--- src/rtl/ds_stream_sender_if.sv ---
// rtl/ds_stream_sender_if.sv - NAP tx stream bundle driven by ds_stream_sender
interface ds_stream_sender_if #(
   parameter int DATA_WIDTH = 256,
   parameter int ADDR_WIDTH = 4
);
   logic                  tx_valid;
   logic                  tx_ready;
   logic [DATA_WIDTH-1:0] tx_data;
   logic [ADDR_WIDTH-1:0] tx_addr;
   logic                  tx_sop;
   logic                  tx_eop;

   modport master (
      output tx_valid,
      output tx_data,
      output tx_addr,
      output tx_sop,
      output tx_eop,
      input  tx_ready
   );

   modport slave (
      input  tx_valid,
      input  tx_data,
      input  tx_addr,
      input  tx_sop,
      input  tx_eop,
      output tx_ready
   );
endinterface

--- src/rtl/ds_stream_sender.sv ---
// rtl/ds_stream_sender.sv - periodic multi-beat NoC packet sender with round-robin destinations
module ds_stream_sender #(
   parameter int                       DATA_WIDTH    = 256,
   parameter int                       ADDR_WIDTH    = 4,
   parameter int                       NUM_DEST      = 4,
   parameter int                       PAYLOAD_WIDTH = 8,
   parameter logic [PAYLOAD_WIDTH-1:0] LFSR_TAPS     = 8'hB8,
   parameter int                       MAX_BEATS     = 8,
   parameter int                       CNT_WIDTH     = 16,
   localparam int                      BEATS_W       = $clog2(MAX_BEATS + 1)
) (
   input  logic                           clk,
   input  logic                           resetn,
   input  logic                           enable,
   input  logic [31:0]                    period,
   input  logic [BEATS_W-1:0]             beats,
   input  logic [1:0]                     mode,
   input  logic [PAYLOAD_WIDTH-1:0]       seed,
   input  logic [NUM_DEST-1:0]            dest_mask,
   input  logic [NUM_DEST*ADDR_WIDTH-1:0] dest_cols,
   ds_stream_sender_if.master             tx,
   output logic                           busy,
   output logic [CNT_WIDTH-1:0]           pkt_count,
   output logic [CNT_WIDTH-1:0]           overrun_count,
   output logic [CNT_WIDTH-1:0]           stall_count
);
   localparam int PTR_W = (NUM_DEST > 1) ? $clog2(NUM_DEST) : 1;

   typedef enum logic [1:0] {S_IDLE, S_WAIT, S_SEND} state_t;

   state_t                   state_q, state_d;
   logic [31:0]              timer_q;
   logic [31:0]              period_m1;
   logic                     tick;
   logic                     run_ok;
   logic                     accept;
   logic                     last_beat;
   logic                     eop_accept;
   logic                     start;
   logic [PTR_W-1:0]         ptr_q;
   logic [PTR_W-1:0]         sel_slot;
   logic [PTR_W-1:0]         ptr_next;
   logic                     found;
   int                       slot_j;
   logic [BEATS_W-1:0]       beats_cl;
   logic [BEATS_W-1:0]       lat_beats_q;
   logic [BEATS_W-1:0]       beat_idx_q;
   logic [1:0]               lat_mode_q;
   logic [PAYLOAD_WIDTH-1:0] payload_q;
   logic                     valid_q;
   logic                     sop_q;
   logic [ADDR_WIDTH-1:0]    addr_q;

   function automatic logic [PAYLOAD_WIDTH-1:0] advance(input logic [1:0] m,
                                                        input logic [PAYLOAD_WIDTH-1:0] p);
      logic [PAYLOAD_WIDTH-1:0] r;
      r = p;
      case (m)
         2'b00: r = p + PAYLOAD_WIDTH'(1);
         2'b01: r = (p == '0) ? PAYLOAD_WIDTH'(1) : ((p << 1) | (p >> (PAYLOAD_WIDTH - 1)));
         2'b10: begin
            if (p == '0)   r = PAYLOAD_WIDTH'(1);
            else if (p[0]) r = (p >> 1) ^ LFSR_TAPS;
            else           r = p >> 1;
         end
         default: r = p;
      endcase
      return r;
   endfunction

   assign period_m1  = (period == 32'd0) ? 32'd0 : period - 32'd1;
   assign tick       = (state_q != S_IDLE) && (timer_q == period_m1);
   assign run_ok     = enable && (|dest_mask);
   assign accept     = valid_q && tx.tx_ready;
   assign last_beat  = (beat_idx_q == lat_beats_q - BEATS_W'(1));
   assign eop_accept = (state_q == S_SEND) && accept && last_beat;
   assign start      = (state_q == S_WAIT) && run_ok && tick;

   always_comb begin
      beats_cl = beats;
      if (beats == '0)                 beats_cl = BEATS_W'(1);
      else if (int'(beats) > MAX_BEATS) beats_cl = BEATS_W'(MAX_BEATS);
   end

   // First enabled slot at or after the pointer, searching cyclically.
   always_comb begin
      sel_slot = '0;
      found    = 1'b0;
      slot_j   = 0;
      for (int k = 0; k < NUM_DEST; k++) begin
         slot_j = int'(ptr_q) + k;
         if (slot_j >= NUM_DEST) slot_j = slot_j - NUM_DEST;
         if (!found && dest_mask[slot_j]) begin
            found    = 1'b1;
            sel_slot = PTR_W'(slot_j);
         end
      end
   end

   assign ptr_next = (int'(sel_slot) == NUM_DEST - 1) ? '0 : sel_slot + PTR_W'(1);

   always_comb begin
      state_d = state_q;
      case (state_q)
         S_IDLE: if (run_ok) state_d = S_WAIT;
         S_WAIT: begin
            if (!run_ok)   state_d = S_IDLE;
            else if (tick) state_d = S_SEND;
         end
         S_SEND: if (eop_accept) state_d = run_ok ? S_WAIT : S_IDLE;
         default: state_d = S_IDLE;
      endcase
   end

   always_ff @(posedge clk or negedge resetn) begin
      if (!resetn) state_q <= S_IDLE;
      else         state_q <= state_d;
   end

   always_ff @(posedge clk or negedge resetn) begin
      if (!resetn) begin
         timer_q       <= '0;
         ptr_q         <= '0;
         payload_q     <= '0;
         lat_beats_q   <= '0;
         lat_mode_q    <= '0;
         beat_idx_q    <= '0;
         valid_q       <= 1'b0;
         sop_q         <= 1'b0;
         addr_q        <= '0;
         pkt_count     <= '0;
         overrun_count <= '0;
         stall_count   <= '0;
      end else begin
         if (state_q == S_IDLE || tick) timer_q <= '0;
         else                           timer_q <= timer_q + 32'd1;

         if (state_q == S_IDLE)
            payload_q <= seed;
         else if (state_q == S_SEND && accept)
            payload_q <= advance(lat_mode_q, payload_q);

         if (start) begin
            lat_beats_q <= beats_cl;
            lat_mode_q  <= mode;
            addr_q      <= dest_cols[int'(sel_slot)*ADDR_WIDTH +: ADDR_WIDTH];
            ptr_q       <= ptr_next;
            beat_idx_q  <= '0;
            valid_q     <= 1'b1;
            sop_q       <= 1'b1;
         end else if (state_q == S_SEND && accept) begin
            sop_q <= 1'b0;
            if (last_beat) valid_q    <= 1'b0;
            else           beat_idx_q <= beat_idx_q + BEATS_W'(1);
         end

         pkt_count <= pkt_count + CNT_WIDTH'(eop_accept);
         // A tick that lands while a packet is still in flight is lost, not queued.
         if (state_q == S_SEND && tick && !(&overrun_count))
            overrun_count <= overrun_count + CNT_WIDTH'(1);
         if (valid_q && !tx.tx_ready && !(&stall_count))
            stall_count <= stall_count + CNT_WIDTH'(1);
      end
   end

   assign tx.tx_valid = valid_q;
   assign tx.tx_sop   = sop_q;
   assign tx.tx_eop   = valid_q && last_beat;
   assign tx.tx_addr  = addr_q;
   assign tx.tx_data  = valid_q ? DATA_WIDTH'({8'(beat_idx_q), payload_q}) : '0;
   assign busy        = (state_q != S_IDLE);

endmodule

--- src/flat_wrapper.sv ---
// flat-port wrapper written by rule: the top's interface ports become plain ports
module ds_stream_sender_flat 
#(
   parameter int                       DATA_WIDTH    = 256,
   parameter int                       ADDR_WIDTH    = 4,
   parameter int                       NUM_DEST      = 4,
   parameter int                       PAYLOAD_WIDTH = 8,
   parameter logic [PAYLOAD_WIDTH-1:0] LFSR_TAPS     = 8'hB8,
   parameter int                       MAX_BEATS     = 8,
   parameter int                       CNT_WIDTH     = 16,
   localparam int                      BEATS_W       = $clog2(MAX_BEATS + 1)
)
  (clk, resetn, enable, period, beats, mode, seed, dest_mask, dest_cols, busy, pkt_count, overrun_count, stall_count, tx_tx_valid, tx_tx_data, tx_tx_addr, tx_tx_sop, tx_tx_eop, tx_tx_ready);
  ds_stream_sender_if #(.DATA_WIDTH(DATA_WIDTH), .ADDR_WIDTH(ADDR_WIDTH)) tx_i ();
  input  logic clk;
  input  logic resetn;
  input  logic enable;
  input  logic [31:0] period;
  input  logic [BEATS_W-1:0] beats;
  input  logic [1:0] mode;
  input  logic [PAYLOAD_WIDTH-1:0] seed;
  input  logic [NUM_DEST-1:0] dest_mask;
  input  logic [NUM_DEST*ADDR_WIDTH-1:0] dest_cols;
  output logic busy;
  output logic [CNT_WIDTH-1:0] pkt_count;
  output logic [CNT_WIDTH-1:0] overrun_count;
  output logic [CNT_WIDTH-1:0] stall_count;
  output wire logic [$bits(tx_i.tx_valid)-1:0] tx_tx_valid;
  output wire logic [$bits(tx_i.tx_data)-1:0] tx_tx_data;
  output wire logic [$bits(tx_i.tx_addr)-1:0] tx_tx_addr;
  output wire logic [$bits(tx_i.tx_sop)-1:0] tx_tx_sop;
  output wire logic [$bits(tx_i.tx_eop)-1:0] tx_tx_eop;
  input wire logic [$bits(tx_i.tx_ready)-1:0] tx_tx_ready;
  assign tx_tx_valid = tx_i.tx_valid;
  assign tx_tx_data = tx_i.tx_data;
  assign tx_tx_addr = tx_i.tx_addr;
  assign tx_tx_sop = tx_i.tx_sop;
  assign tx_tx_eop = tx_i.tx_eop;
  assign tx_i.tx_ready = tx_tx_ready;
  ds_stream_sender #(.DATA_WIDTH(DATA_WIDTH), .ADDR_WIDTH(ADDR_WIDTH), .NUM_DEST(NUM_DEST), .PAYLOAD_WIDTH(PAYLOAD_WIDTH), .LFSR_TAPS(LFSR_TAPS), .MAX_BEATS(MAX_BEATS), .CNT_WIDTH(CNT_WIDTH)) u_core (.clk(clk), .resetn(resetn), .enable(enable), .period(period), .beats(beats), .mode(mode), .seed(seed), .dest_mask(dest_mask), .dest_cols(dest_cols), .tx(tx_i), .busy(busy), .pkt_count(pkt_count), .overrun_count(overrun_count), .stall_count(stall_count));
endmodule
--- config.mk ---
export PLATFORM = sky130hd
export DESIGN_NAME = ds_stream_sender_flat
export DESIGN_NICKNAME = d
export VERILOG_FILES = /design/src/rtl/ds_stream_sender_if.sv /design/src/rtl/ds_stream_sender.sv /design/src/flat_wrapper.sv
export SDC_FILE = /design/constraint.sdc
export NUM_CORES = 1
export LEC_CHECK = 0
export CORE_MARGIN = 2
export CORE_UTILIZATION = 45
export CTS_BUF_LIST = sky130_fd_sc_hd__clkbuf_16
export DETAILED_ROUTE_END_ITERATION = 8
export DONT_BUFFER_PORTS = 1
export PLACE_DENSITY = 0.59
export REMOVE_ABC_BUFFERS = 1
export SYNTH_ARGS = -nofsm -noshare
export SYNTH_HDL_FRONTEND = slang
export SYNTH_SLANG_ARGS = --single-unit
--- constraint.sdc ---
create_clock -name clk -period 3.92 [get_ports clk]
set_input_delay 0.588 -clock clk [delete_from_list [all_inputs] [get_ports clk]]
set_output_delay 0.588 -clock clk [all_outputs]
set_load 0.01 [all_outputs]
==> flow_metrics.py <==
metrics = {
    "grt": {
        "wire_length_of_the_first_global_routing_pass_um": 32400,
        "grt_start_max_net_pins": 109,
        "grt_overflow_total": 0,
        "antenna_found_initial": 0,
        "gr-usage-all-layers_pct": 18.3,
        "via_count_of_the_first_global_routing_pass": 6143,
    },
    "floorplan": {
        "die_w_um": 147,
        "placementRows": 52,
        "io_pins": 382,
        "die-area_sq_um": 21700,
        "core_area_sq_um": 20200,
        "start_util_pct": 45.8,
        "dieHeight_um": 147,
    },
    "critical_path": {
        "arrival_ns": 3.83,
        "cpPeakStageDelay_ns": 0.55,
        "worst-setup-path-type": "input port to flop",
        "timing.critical_path.from_type": "input port",
        "required_ns": 4.16,
        "cell_by_cell_trace_of_the_critical_path": "inv_1, ha_1, or4b_1, or3_1, and2_1, a221oi_1, o2111ai_1, nor4_1, buf_4, o2111ai_4, nor3_4, buf_12, mux2_2",
        "endpoint": "u_core.tx.tx_addr[2]",
        "rr_endpoint": "u_core.pkt_count[14]",
        "regToRegSetupSlack_ns": 0.69,
        "crit-reg2reg-launch": "u_core.lat_beats_q[0]",
        "worstSetupStartpoint": "period[0]",
        "worst_path_max_delay_cell": "sky130_fd_sc_hd__or4b_1",
        "critical_path.max_fanout": 11,
        "worstSetupEndpointType": "flop",
        "ff2ff_path_depth": 12,
    },
    "routing": {
        "drt_iter0_drc": 415,
        "antenna_left": 0,
        "routed_wirelength_um": 20700,
        "route.detailed.drc": 0,
        "firstDrtPassIters": 5,
        "wl_per_cell_um": 15.0,
        "route.detailed.vias_per_inst": 5.04,
        "route.vias.total": 6952,
    },
    "worst_hold_path": {
        "holdCritPathClass": "input port to asynchronous set/reset pin",
    },
    "timing": {
        "final-hold-violation-count": 0,
        "fin_skew_ns": 0.0133,
        "finalCriticalPeriod_ns": 3.59,
        "finalWorstSetupSlack_ns": 0.332,
        "slew_headroom_pct": 45.6,
        "timing.fmax_mhz": 279,
        "final.period_utilization_pct": 91.5,
        "worst-slew-pin-transition_ns": 0.809,
        "grt_setup_unrepaired": "no",
        "worst_hold_slack_ns": 0.144,
        "setup_violators_final": 0,
        "finalMaxSlewViolations": 0,
        "final_layout_setup_total_negative_slack_ns": 0,
    },
    "logic_synthesis": {
        "synth_fa_ha_area_share_pct": 1.86,
        "ys_async_sr_fraction_pct": 100,
        "ys_warn_count": 0,
        "synthesis.area_sq_um": 9260,
        "synth_seq_area_share_pct": 29.2,
        "number_of_synthesized_register_bits": 108,
        "synth_compound_area_share_pct": 10.1,
        "syn_inst": 1097,
        "synth_flop_cell": "sky130_fd_sc_hd__dfrtp_1",
        "synth-xor-area-share_pct": 11.5,
        "synth_cell_type_count": 72,
        "synth_edf_count": 0,
        "post_synth_and_or_nand_nor_area_fraction_pct": 22.1,
        "post_synth_mux_area_share_pct": 2.58,
        "synth.avg_cell_area_sq_um": 8.44,
        "synth_top_family_by_area": "buffers and inverters",
    },
    "outcome": {
        "status": "finished clean",
    },
    "placed_design": {
        "placedCellCount": 1362,
        "place_congestion": 0.890,
        "postPlaceCellArea_sq_um": 8810,
        "dpl.hpwl_um": 16100,
        "dpl_worst_slack_ns": -0.0144,
        "portBuffers": 0,
    },
    "final_layout": {
        "layout.cell_area.non_filler_sq_um": 9180,
        "seqCellArea_sq_um": 2700,
        "fill_cells": 2071,
        "area_delta_synth_final_pct": -0.811,
        "post_layout_nonfiller_instances": 1379,
        "insertedDiodeCount": 0,
        "final_layout_size_suffix_gt1_share_pct": 7.30,
        "layout.nets": 1187,
        "core_util_final_pct": 45.4,
        "area_of_the_multi_input_gates_sq_um": 5390,
    },
    "clock_network": {
        "clock_insertion_delay_worst_skew_ns": 0.36,
        "cts.root.buffer_cell": "sky130_fd_sc_hd__clkbuf_16",
        "numClockSinks": 108,
        "number_of_buffers_on_the_longest_clock_path": 2,
        "number_of_gates_given_a_new_drive_strength_after_cts": 0,
        "ctsHtreeMaxLevel": 3,
        "clk_pin_slew_ns": 0.09,
        "tritoncts": "built",
        "cts_inserted_buffers": 9,
    },
    "power": {
        "fraction_of_power_consumed_by_sequential_logic_pct": 46.0,
        "p_per_area_nw_per_um2": 277,
        "vdd.ir_drop.worst_mv": 0.216,
        "leakage_nw": 4.20,
        "power_frac_comb_pct": 12.9,
        "netSwitchingFraction_pct": 29.1,
        "p_int_mw": 1.80,
        "report.power.total_mw": 2.54,
        "clkPwrFrac_pct": 41.1,
        "power.net_switching_uw": 740,
    },
    "job": {
        "max-cap-violations": 0,
    },
}
[worst min-delay path by stage]
stage                                 end  cells past startpoint    from  slack, ns
3_3_place_gp        u_core.stall_count[4]                      0  resetn       0.29
5_1_grt             u_core.stall_count[6]                      1  resetn       0.17
2_1_floorplan  asynchronous set/reset pin                      0  resetn       0.29
3_5_place_dp       u_core.stall_count[10]                      0  resetn       0.29
4_1_cts            u_core.stall_count[10]                      1  resetn       0.18
6_report            u_core.stall_count[6]                      1  resetn       0.14
[placed cells by master, fill, tap and decap left out, types with 13 or more instances in the layout]
cell	n
sky130_fd_sc_hd__conb_1	244
sky130_fd_sc_hd__dfrtp_1	108
sky130_fd_sc_hd__nor2_1	93
sky130_fd_sc_hd__xnor2_1	64
sky130_fd_sc_hd__xor2_1	55
sky130_fd_sc_hd__nand2_1	52
sky130_fd_sc_hd__nand3_1	51
sky130_fd_sc_hd__nor3_1	42
sky130_fd_sc_hd__buf_4	32
sky130_fd_sc_hd__o21ai_0	29
sky130_fd_sc_hd__inv_1	28
sky130_fd_sc_hd__nand4_1	28
sky130_fd_sc_hd__a21oi_1	24
sky130_fd_sc_hd__nor4_1	22
sky130_fd_sc_hd__and3_1	20
sky130_fd_sc_hd__and2_1	17
sky130_fd_sc_hd__mux2_2	15
sky130_fd_sc_hd__a211oi_1	14
sky130_fd_sc_hd__ha_1	13
[critical path, delay by kind of cell]
kind	cells	cell delay, ns
compound gates	3	0.67
fa+ha+maj	1	0.20
buf+inv	3	0.36
mux	1	0.33
simple gates	5	1.67
[synthesized netlist by cell type (all sizes together), types with 4 or more instances]
master | count | area (sq um)
o31ai | 6 | 50.1
mux2 | 15 | 169
nand4 | 28 | 175
and2 | 17 | 106
buf | 251 | 1870
a22oi | 5 | 37.5
and4 | 4 | 35.0
xor2 | 55 | 482
nor4b | 6 | 65.1
nor4 | 22 | 138
dfrtp | 108 | 2700
nor2b | 10 | 62.6
ha | 13 | 163
o21a | 4 | 30.0
nor2 | 93 | 349
clkbuf | 31 | 118
o21ai | 30 | 150
nand2 | 52 | 195
nand3 | 51 | 255
a32oi | 8 | 70.1
xnor2 | 64 | 561
or3 | 12 | 75.1
a21oi | 24 | 120
o22ai | 5 | 31.3
mux2i | 7 | 70.1
inv | 28 | 105
nand2b | 8 | 50.1
and3 | 20 | 125
a211oi | 15 | 118
or4 | 8 | 67.6
or2 | 4 | 25.0
nor3 | 44 | 236
a31oi | 6 | 37.5
[registers in the layout, summed over array words and instances (netlist names), 2 cells and up, named ones only]
| signal | flops |
|---|---|
| u_core.beat_idx_q | 4 |
| u_core.pkt_count | 16 |
| u_core.timer_q | 32 |
| u_core.lat_mode_q | 2 |
| u_core.lat_beats_q | 4 |
| u_core.state_q | 2 |
| u_core.stall_count | 16 |
| u_core.payload_q | 8 |
| u_core.overrun_count | 16 |
| u_core.tx.tx_addr | 4 |
[logic make-up (layout without fill, tap and decap cells)]
logic type,Yosys count,after routing
AND/OR/NAND/NOR,389,389
buffers and inverters,310,79
AO/OA/AOI/OAI,133,133
XOR/XNOR,120,120
flip-flops,108,108
multiplexers,22,22
adder cells (fa/ha/maj),14,14
other,1,244
[power by group through the flow]
stage               clock network, mW  logic (mW)  registers [mW]
floorplan                           0       0.255            1.18
global placement                    0       0.295            1.19
detailed placement                  0       0.297            1.19
CTS                              1.08       0.324            1.17
global route                     1.12       0.369            1.17
finish                           1.05       0.328            1.17
[layer usage]
metal	share of wire, %	GRT usage (%)	wire [um]
met5	0	0	0
met4	1.8	5.19	376
met3	6.5	4.32	1350
met2	49	30.9	10300
met1	42	23.6	8760
[cell type report]
class / instances / area share (%)
sequential: 108 / 29.4
timing repair buffer: 35 / 3.35
multi-input combinational: 922 / 58.7
clock buffer: 9 / 2.45
inverter: 28 / 1.14
clock inverter: 7 / 1.29
tap: 270 / 3.68
[repair_timing]
item | 4_1_cts | 5_1_grt
setup buffers | 0 | 0
hold buffers | 1 | 0
hold endpoints to repair | 108 | 0
(Power assumes the default switching activity.)
